==> src/rtl/fifo_wr_arbiter_pkg.sv <==
// Shared types and helpers for the FIFO write-port arbiter.
// Contents: lock_state_t (IDLE/LOCK) and src_w(n) = max(1, $clog2(n)).
// No ports; imported by the interface, picker and top.
package fifo_arb_pkg;

   typedef enum logic {
      IDLE = 1'b0,
      LOCK = 1'b1
   } lock_state_t;

   // Width of a requester index; a single requester still needs one bit.
   function automatic int src_w(input int n);
      return (n <= 1) ? 1 : $clog2(n);
   endfunction

endpackage

==> src/rtl/fifo_wr_arbiter_if.sv <==
// Handshake bundle between N_REQ write-domain requesters and the FIFO write port.
// Requester side: i_reqValid, i_reqData, i_reqLast, plus i_full from the write-pointer block.
// Arbiter side: o_reqReady, o_winc, o_wdata, o_wsrc, o_burstErr.
interface fifo_wr_arbiter_if
   import fifo_arb_pkg::*;
#(
   parameter int N_REQ  = 4,
   parameter int DATA_W = 8,
   parameter int SRC_W  = src_w(N_REQ)
);

   logic [N_REQ-1:0]        i_reqValid;
   logic [N_REQ*DATA_W-1:0] i_reqData;
   logic [N_REQ-1:0]        i_reqLast;
   logic                    i_full;
   logic [N_REQ-1:0]        o_reqReady;
   logic                    o_winc;
   logic [DATA_W-1:0]       o_wdata;
   logic [SRC_W-1:0]        o_wsrc;
   logic                    o_burstErr;

   // Requesters and the full-flag source.
   modport master (
      output i_reqValid, i_reqData, i_reqLast, i_full,
      input  o_reqReady, o_winc, o_wdata, o_wsrc, o_burstErr
   );

   // The arbiter.
   modport slave (
      input  i_reqValid, i_reqData, i_reqLast, i_full,
      output o_reqReady, o_winc, o_wdata, o_wsrc, o_burstErr
   );

endinterface

==> src/rtl/fifo_wr_arbiter_rr_picker.sv <==
// Combinational round-robin picker: first set bit of req at or after ptr, wrapping.
// Ports: req (request vector), ptr (priority start) -> grant (one-hot), idx, any.
// Zero latency, no state.
module rr_picker
   import fifo_arb_pkg::*;
#(
   parameter int N_REQ = 4,
   parameter int SRC_W = src_w(N_REQ)
) (
   input  logic [N_REQ-1:0] req,
   input  logic [SRC_W-1:0] ptr,
   output logic [N_REQ-1:0] grant,
   output logic [SRC_W-1:0] idx,
   output logic             any
);

   logic [N_REQ-1:0] masked;
   logic [N_REQ-1:0] pool;

   // Requests at or above ptr get first pick; if none, the wrap-around
   // search is simply the lowest set bit of the unmasked vector.
   always_comb begin
      masked = '0;
      for (int i = 0; i < N_REQ; i++) begin
         masked[i] = req[i] && (i >= int'(ptr));
      end
   end

   assign pool = (|masked) ? masked : req;

   always_comb begin
      grant = '0;
      idx   = '0;
      any   = 1'b0;
      for (int i = 0; i < N_REQ; i++) begin
         if (pool[i] && !any) begin
            grant[i] = 1'b1;
            idx      = SRC_W'(i);
            any      = 1'b1;
         end
      end
   end

endmodule

==> src/rtl/fifo_wr_arbiter.sv <==
// Round-robin arbiter sharing the FIFO write port among N_REQ requesters.
// Ports: i_clk, i_rst (async, active-high), arb (slave modport of fifo_wr_arbiter_if).
// Optional packet lock with burst watchdog when FIFO_WR_ARB_PKT_LOCK_EN is defined.
module fifo_wr_arbiter
   import fifo_arb_pkg::*;
#(
   parameter int N_REQ     = 4,
   parameter int DATA_W    = 8,
   parameter int MAX_BURST = 16
) (
   input  logic             i_clk,
   input  logic             i_rst,
   fifo_wr_arbiter_if.slave arb
);

   localparam int SRC_W = src_w(N_REQ);
   localparam int CNT_W = $clog2(MAX_BURST + 1);

   logic [SRC_W-1:0] ptr_q;
   logic [SRC_W-1:0] ptr_d;
   logic [N_REQ-1:0] pick_req;
   logic [N_REQ-1:0] grant;
   logic [SRC_W-1:0] win_idx;
   logic             win_any;
   logic             arb_en;
   logic             xfer;

   function automatic logic [SRC_W-1:0] next_idx(input logic [SRC_W-1:0] i);
      return (int'(i) >= N_REQ - 1) ? '0 : SRC_W'(int'(i) + 1);
   endfunction

   rr_picker #(
      .N_REQ (N_REQ),
      .SRC_W (SRC_W)
   ) u_pick (
      .req   (pick_req),
      .ptr   (ptr_q),
      .grant (grant),
      .idx   (win_idx),
      .any   (win_any)
   );

   // Reset also forces the handshake outputs low, not just the state.
   assign arb_en = !i_rst && !arb.i_full;
   // The picker only grants valid requesters, so a winner always transfers.
   assign xfer   = arb_en && win_any;

   assign arb.o_reqReady = xfer ? grant : '0;
   assign arb.o_winc     = xfer;
   assign arb.o_wdata    = arb.i_reqData[int'(win_idx)*DATA_W +: DATA_W];
   assign arb.o_wsrc     = win_idx;

`ifdef FIFO_WR_ARB_PKT_LOCK_EN

   lock_state_t      state_q;
   lock_state_t      state_d;
   logic [SRC_W-1:0] lock_q;
   logic [SRC_W-1:0] lock_d;
   logic [CNT_W-1:0] cnt_q;
   logic [CNT_W-1:0] cnt_d;
   logic             err_q;
   logic             err_d;
   logic [N_REQ-1:0] lock_mask;
   logic             win_last;

   always_comb begin
      lock_mask         = '0;
      lock_mask[lock_q] = 1'b1;
   end

   // While locked, everyone except the owner is hidden from the picker.
   assign pick_req = (state_q == LOCK) ? (arb.i_reqValid & lock_mask) : arb.i_reqValid;
   assign win_last = arb.i_reqLast[win_idx];

   always_ff @(posedge i_clk or posedge i_rst) begin
      if (i_rst) begin
         state_q <= IDLE;
         lock_q  <= '0;
         cnt_q   <= '0;
         ptr_q   <= '0;
         err_q   <= 1'b0;
      end else begin
         state_q <= state_d;
         lock_q  <= lock_d;
         cnt_q   <= cnt_d;
         ptr_q   <= ptr_d;
         err_q   <= err_d;
      end
   end

   always_comb begin
      state_d = state_q;
      lock_d  = lock_q;
      cnt_d   = cnt_q;
      ptr_d   = ptr_q;
      err_d   = 1'b0;
      if (xfer) begin
         unique case (state_q)
            IDLE: begin
               if (win_last) begin
                  ptr_d = next_idx(win_idx);
               end else begin
                  state_d = LOCK;
                  lock_d  = win_idx;
                  cnt_d   = CNT_W'(1);
               end
            end
            LOCK: begin
               if (win_last) begin
                  state_d = IDLE;
                  ptr_d   = next_idx(lock_q);
                  cnt_d   = '0;
               end else if (int'(cnt_q) + 1 >= MAX_BURST) begin
                  // Watchdog: the beat just taken is the last one allowed.
                  state_d = IDLE;
                  ptr_d   = next_idx(lock_q);
                  cnt_d   = '0;
                  err_d   = 1'b1;
               end else begin
                  cnt_d = cnt_q + CNT_W'(1);
               end
            end
            default: state_d = IDLE;
         endcase
      end
   end

   assign arb.o_burstErr = err_q;

`else

   assign pick_req = arb.i_reqValid;

   always_ff @(posedge i_clk or posedge i_rst) begin
      if (i_rst) begin
         ptr_q <= '0;
      end else begin
         ptr_q <= ptr_d;
      end
   end

   always_comb begin
      ptr_d = ptr_q;
      if (xfer) begin
         ptr_d = next_idx(win_idx);
      end
   end

   assign arb.o_burstErr = 1'b0;

`endif

endmodule

==> src/flat_wrapper.sv <==
// flat-port wrapper written by rule: the top's interface ports become plain ports
module fifo_wr_arbiter_flat import fifo_arb_pkg::*;
#(
   parameter int N_REQ     = 4,
   parameter int DATA_W    = 8,
   parameter int MAX_BURST = 16
)
  (i_clk, i_rst, arb_i_reqValid, arb_i_reqData, arb_i_reqLast, arb_i_full, arb_o_reqReady, arb_o_winc, arb_o_wdata, arb_o_wsrc, arb_o_burstErr);
  fifo_wr_arbiter_if #(.N_REQ(N_REQ), .DATA_W(DATA_W), .SRC_W((src_w((4))))) arb_i ();
  input  logic i_clk;
  input  logic i_rst;
  input wire logic [$bits(arb_i.i_reqValid)-1:0] arb_i_reqValid;
  input wire logic [$bits(arb_i.i_reqData)-1:0] arb_i_reqData;
  input wire logic [$bits(arb_i.i_reqLast)-1:0] arb_i_reqLast;
  input wire logic [$bits(arb_i.i_full)-1:0] arb_i_full;
  output wire logic [$bits(arb_i.o_reqReady)-1:0] arb_o_reqReady;
  output wire logic [$bits(arb_i.o_winc)-1:0] arb_o_winc;
  output wire logic [$bits(arb_i.o_wdata)-1:0] arb_o_wdata;
  output wire logic [$bits(arb_i.o_wsrc)-1:0] arb_o_wsrc;
  output wire logic [$bits(arb_i.o_burstErr)-1:0] arb_o_burstErr;
  assign arb_i.i_reqValid = arb_i_reqValid;
  assign arb_i.i_reqData = arb_i_reqData;
  assign arb_i.i_reqLast = arb_i_reqLast;
  assign arb_i.i_full = arb_i_full;
  assign arb_o_reqReady = arb_i.o_reqReady;
  assign arb_o_winc = arb_i.o_winc;
  assign arb_o_wdata = arb_i.o_wdata;
  assign arb_o_wsrc = arb_i.o_wsrc;
  assign arb_o_burstErr = arb_i.o_burstErr;
  fifo_wr_arbiter #(.N_REQ(N_REQ), .DATA_W(DATA_W), .MAX_BURST(MAX_BURST)) u_core (.i_clk(i_clk), .i_rst(i_rst), .arb(arb_i));
endmodule
==> config.mk <==
export PLATFORM = sky130hd
export DESIGN_NAME = fifo_wr_arbiter_flat
export DESIGN_NICKNAME = d
export VERILOG_FILES = /design/src/rtl/fifo_wr_arbiter_pkg.sv /design/src/rtl/fifo_wr_arbiter_if.sv /design/src/rtl/fifo_wr_arbiter_rr_picker.sv /design/src/rtl/fifo_wr_arbiter.sv /design/src/flat_wrapper.sv
export SDC_FILE = /design/constraint.sdc
export NUM_CORES = 1
export LEC_CHECK = 0
export CAP_MARGIN = 10
export CORE_UTILIZATION = 28
export CTS_BUF_LIST = sky130_fd_sc_hd__clkbuf_2
export CTS_CLUSTER_SIZE = 28
export DETAILED_ROUTE_END_ITERATION = 8
export PLACE_DENSITY = 0.78
export SLEW_MARGIN = 15
export SYNTH_ARGS = -nofsm -noshare
export SYNTH_HDL_FRONTEND = slang
export SYNTH_SLANG_ARGS = --single-unit
==> constraint.sdc <==
create_clock -name i_clk -period 1.5 [get_ports i_clk]
set_clock_uncertainty 0.05 [all_clocks]
set_input_delay 0.15 -clock i_clk [delete_from_list [all_inputs] [get_ports i_clk]]
set_output_delay 0.15 -clock i_clk [all_outputs]
set_load 0.1 [all_outputs]
==> impl_metrics.prom <==
# TYPE chip_impl_metric gauge
chip_impl_info{name="synth_commonest_cells",value="25 x mux2i_1, 8 x nor2_1, 6 x a21oi_1"} 1
chip_impl_metric{name="drt_pass1_iterations",unit=""} 4
chip_impl_metric{name="met2_usage",unit=""} 0.5320
chip_impl_metric{name="async_flop_share",unit=""} 1.000
chip_impl_metric{name="count_of_final_max_slew_check_failures",unit=""} 0
chip_impl_metric{name="share_of_post_route_cells_with_drive_strength_above_1",unit=""} 0.6259
chip_impl_metric{name="routabilityCongestion",unit=""} 0.7754
chip_impl_metric{name="syn-mean-instance-area",unit="sq um"} 8.341
chip_impl_metric{name="clock_insertion_delay_worst_skew",unit="ps"} 200
chip_impl_metric{name="setup_violations",unit=""} 16
chip_impl_metric{name="instances_no_fill",unit=""} 174
chip_impl_metric{name="dp.cells",unit=""} 164
chip_impl_metric{name="irDropWorstVdd",unit="V"} 0.001533
chip_impl_metric{name="arrival",unit="ps"} 1910
chip_impl_metric{name="detailedRoute.firstIterationViolations",unit=""} 33
chip_impl_info{name="clock_tree_from_tritoncts",value="yes"} 1
chip_impl_info{name="timing.hold.worst.class",value="in2async"} 1
chip_impl_metric{name="drv.max_cap_violation_count",unit=""} 0
chip_impl_info{name="biggestRegsByFlops",value="u_core.ptr_q: 2 flops"} 1
chip_impl_metric{name="finalCriticalPeriod",unit="ps"} 2110
chip_impl_metric{name="critical_path_required",unit="ps"} 1300
chip_impl_metric{name="grt_use_total",unit=""} 0.2733
chip_impl_info{name="yosys.area.top_type",value="mux2i_1"} 1
chip_impl_metric{name="power_per_cell_area",unit="nW/um^2"} 1731
chip_impl_metric{name="synth_cell_types",unit=""} 24
chip_impl_metric{name="boundaryPins",unit=""} 59
chip_impl_metric{name="final_antenna_net_count",unit=""} 0
chip_impl_metric{name="core.rowCount",unit=""} 16
chip_impl_metric{name="fin_crit_sh",unit=""} 1.406
chip_impl_metric{name="dieArea",unit="sq um"} 2428
chip_impl_metric{name="detail_route.drc_violations",unit=""} 0
chip_impl_info{name="failed_checks",value="negative setup slack"} 1
chip_impl_metric{name="num-nets-final",unit=""} 193
chip_impl_metric{name="global_route_wire_length_before_repair",unit="mm"} 4.864
chip_impl_info{name="critPathKind",value="reg2out"} 1
chip_impl_info{name="ctsRootBufferMaster",value="clkbuf_2"} 1
chip_impl_metric{name="placedInstanceArea",unit="sq um"} 1590
chip_impl_metric{name="antenna_found_initial",unit=""} 0
chip_impl_info{name="grt.busiest_layer",value="met2"} 1
chip_impl_metric{name="detailroute.via_count",unit=""} 931
chip_impl_metric{name="globalRouteMet1Util",unit=""} 0.2895
chip_impl_metric{name="place.detailed.hpwl",unit="mm"} 2.205
chip_impl_info{name="critical_path_endpoint_category",value="output port"} 1
chip_impl_metric{name="synth_edf_count",unit=""} 0
chip_impl_metric{name="grt_start_max_net_pins",unit=""} 12
chip_impl_metric{name="worst_setup_slack_before_clock_tree_synthesis",unit="ps"} -611.7
chip_impl_metric{name="fp.dieH",unit="microns"} 49.27
chip_impl_metric{name="number_of_antenna_cells_inserted",unit=""} 0
chip_impl_info{name="cp-start-kind",value="register"} 1
chip_impl_metric{name="cts_made_buffers",unit=""} 3
chip_impl_metric{name="final-seq-area",unit="sq um"} 52.55
chip_impl_metric{name="clock-sinks",unit=""} 2
chip_impl_metric{name="avg_wl_per_cell",unit="microns"} 21.76
chip_impl_metric{name="filler_cell_count",unit=""} 91
chip_impl_metric{name="finalWorstSetupSlack",unit="ps"} -609.6
chip_impl_metric{name="postSynthCellCount",unit=""} 75
chip_impl_metric{name="cts_hold_repair.buffers",unit=""} 0
chip_impl_info{name="yosys.cell_count.top_type",value="mux2i_1"} 1
chip_impl_metric{name="gr-usage-met3",unit=""} 0.03738
chip_impl_metric{name="global_route.overflow_total",unit=""} 0
chip_impl_metric{name="number_of_global_route_vias_before_repair",unit=""} 975
chip_impl_info{name="synth.area.top_cells",value="mux2i_1 40%, dfrtp_1 8.0%, buf_12 6.4%, a21oi_1 4.8%, nor2_1 4.8%"} 1
chip_impl_metric{name="maxClockFrequency",unit="MHz"} 474.0
chip_impl_info{name="status",value="finished, violations left"} 1
chip_impl_metric{name="stdcell_area",unit="sq um"} 1824
chip_impl_metric{name="rrSetupSlack",unit="ps"} -470
chip_impl_metric{name="numPortBuffers",unit=""} 53
chip_impl_metric{name="fin_setup_tns",unit="ps"} -7131
chip_impl_metric{name="clk_pin_slew",unit="ps"} 40
chip_impl_metric{name="crit_path_max_fanout",unit=""} 6
chip_impl_metric{name="mappedNetlistNets",unit=""} 119
chip_impl_metric{name="routed_wirelength",unit="mm"} 3.787
chip_impl_metric{name="ys.warnings.count",unit=""} 0
chip_impl_metric{name="synth_largest_type_area_fraction",unit=""} 0.4000
chip_impl_metric{name="timing_hold_violations_final",unit=""} 0
chip_impl_info{name="grt_setup_unrepaired",value="true"} 1
chip_impl_metric{name="avgViaCountPerCell",unit=""} 5.351
chip_impl_metric{name="die_x",unit="microns"} 49.27
chip_impl_metric{name="cts_htree_levels",unit=""} 1
chip_impl_metric{name="design_power_total",unit="mW"} 3.157
chip_impl_info{name="largest_register_by_flop_count",value="u_core.ptr_q"} 1
chip_impl_info{name="dominantRegCellSynth",value="dfrtp_1"} 1
chip_impl_metric{name="synth.yosys.seq_area_share",unit=""} 0.08000
chip_impl_metric{name="area_growth_syn_to_layout",unit="%"} 191.6
chip_impl_metric{name="largest_register_ffs",unit=""} 2
chip_impl_metric{name="clock_tree.buffer_depth",unit=""} 2
chip_impl_metric{name="static-leakage-power",unit="nW"} 0.7139
chip_impl_metric{name="area_taken_by_multi_input_logic_gates",unit="sq um"} 753.2
chip_impl_metric{name="synth_area",unit="sq um"} 625.6
chip_impl_metric{name="synth.ff_latch_count",unit=""} 2
chip_impl_metric{name="std_cell_core_area",unit="sq um"} 2022
chip_impl_metric{name="start_util",unit=""} 0.3094
==> worst paths after layout <==
check                           cells past startpoint               to               from
worst max-delay path                                6   arb_o_wdata[5]    u_core.ptr_q[1]
worst min-delay path                                3  u_core.ptr_q[0]              i_rst
worst max register to register                      8  u_core.ptr_q[1]    u_core.ptr_q[1]
worst min register to register                      3  u_core.ptr_q[1]    u_core.ptr_q[1]
max in group asynchronous                           3  u_core.ptr_q[1]              i_rst
min in group i_clk                                  6  u_core.ptr_q[1]  arb_i_reqValid[3]
==> stage by stage <==
step | utilization | hold WS [ps]
floorplan | - | -158.8
global placement | 0.7865 | 418.4
detailed placement | 0.7865 | 435.0
CTS | 0.8552 | 240.8
global route | 0.9022 | 299.8
finish | 0.9022 | 279.0
==> power by group <==
group	internal, mW	switching [mW]	leakage (nW)	total, mW
clock network	0.0537	0.0393	0.0125	0.0930
logic	1.31	1.63	0.679	2.94
registers	0.0806	0.0462	0.0224	0.127
total	1.44	1.72	0.714	3.16
==> cells by family after synthesis <==
family	Yosys count	share of synthesized area
AOI/OAI and AO/OA	19	0.2260
adders and majority gates	1	0.02000
buffers and inverters	14	0.1820
DFF	2	0.08000
muxes	25	0.4000
other	1	0.005994
and+or+nand+nor	13	0.08600
==> repair_timing <==
action | 4_1_cts | 5_1_grt
endpoints found under the setup margin | 17 | 17
pin swaps | 6 | 2
gates cloned | 0 | 1
resized for setup | 27 | 18
buffers inserted | 6 | 2
==> critical path, stage by stage (launching register included) <==
cell	delay, ps
dfrtp_2	430
mux2i_1	240
o22ai_2	110
a31oi_4	260
clkbuf_16	220
mux2i_4	240
buf_12	190
==> layout by cell type, fill, tap and decap left out, types with 3 or more instances in the layout <==
cell and n:
clkbuf_2 4, clkdlybuf4s50_1 34, mux2i_1 5, mux2i_4 10
a21oi_2 3, nor2_4 4, mux2i_2 10, buf_6 8
buf_4 13, buf_12 18, o21ai_2 3, nand2_1 3
==> area by class of cell <==
| type | count | area share |
|---|---|---|
| clock buffers | 3 | 0.008230 |
| flip-flops and latches | 2 | 0.02881 |
| well taps | 27 | 0.01852 |
| multi-input cells | 59 | 0.4129 |
| inverters | 5 | 0.01166 |
| repair buffers | 78 | 0.5199 |
==> routing by layer <==
metal  share of wire  routed length [microns]
met5               0                        0
met4           0.046                      175
met3           0.062                      235
met2            0.54                     2029
met1            0.36                     1346
No activity file was read; power rests on OpenSTA's default activity.
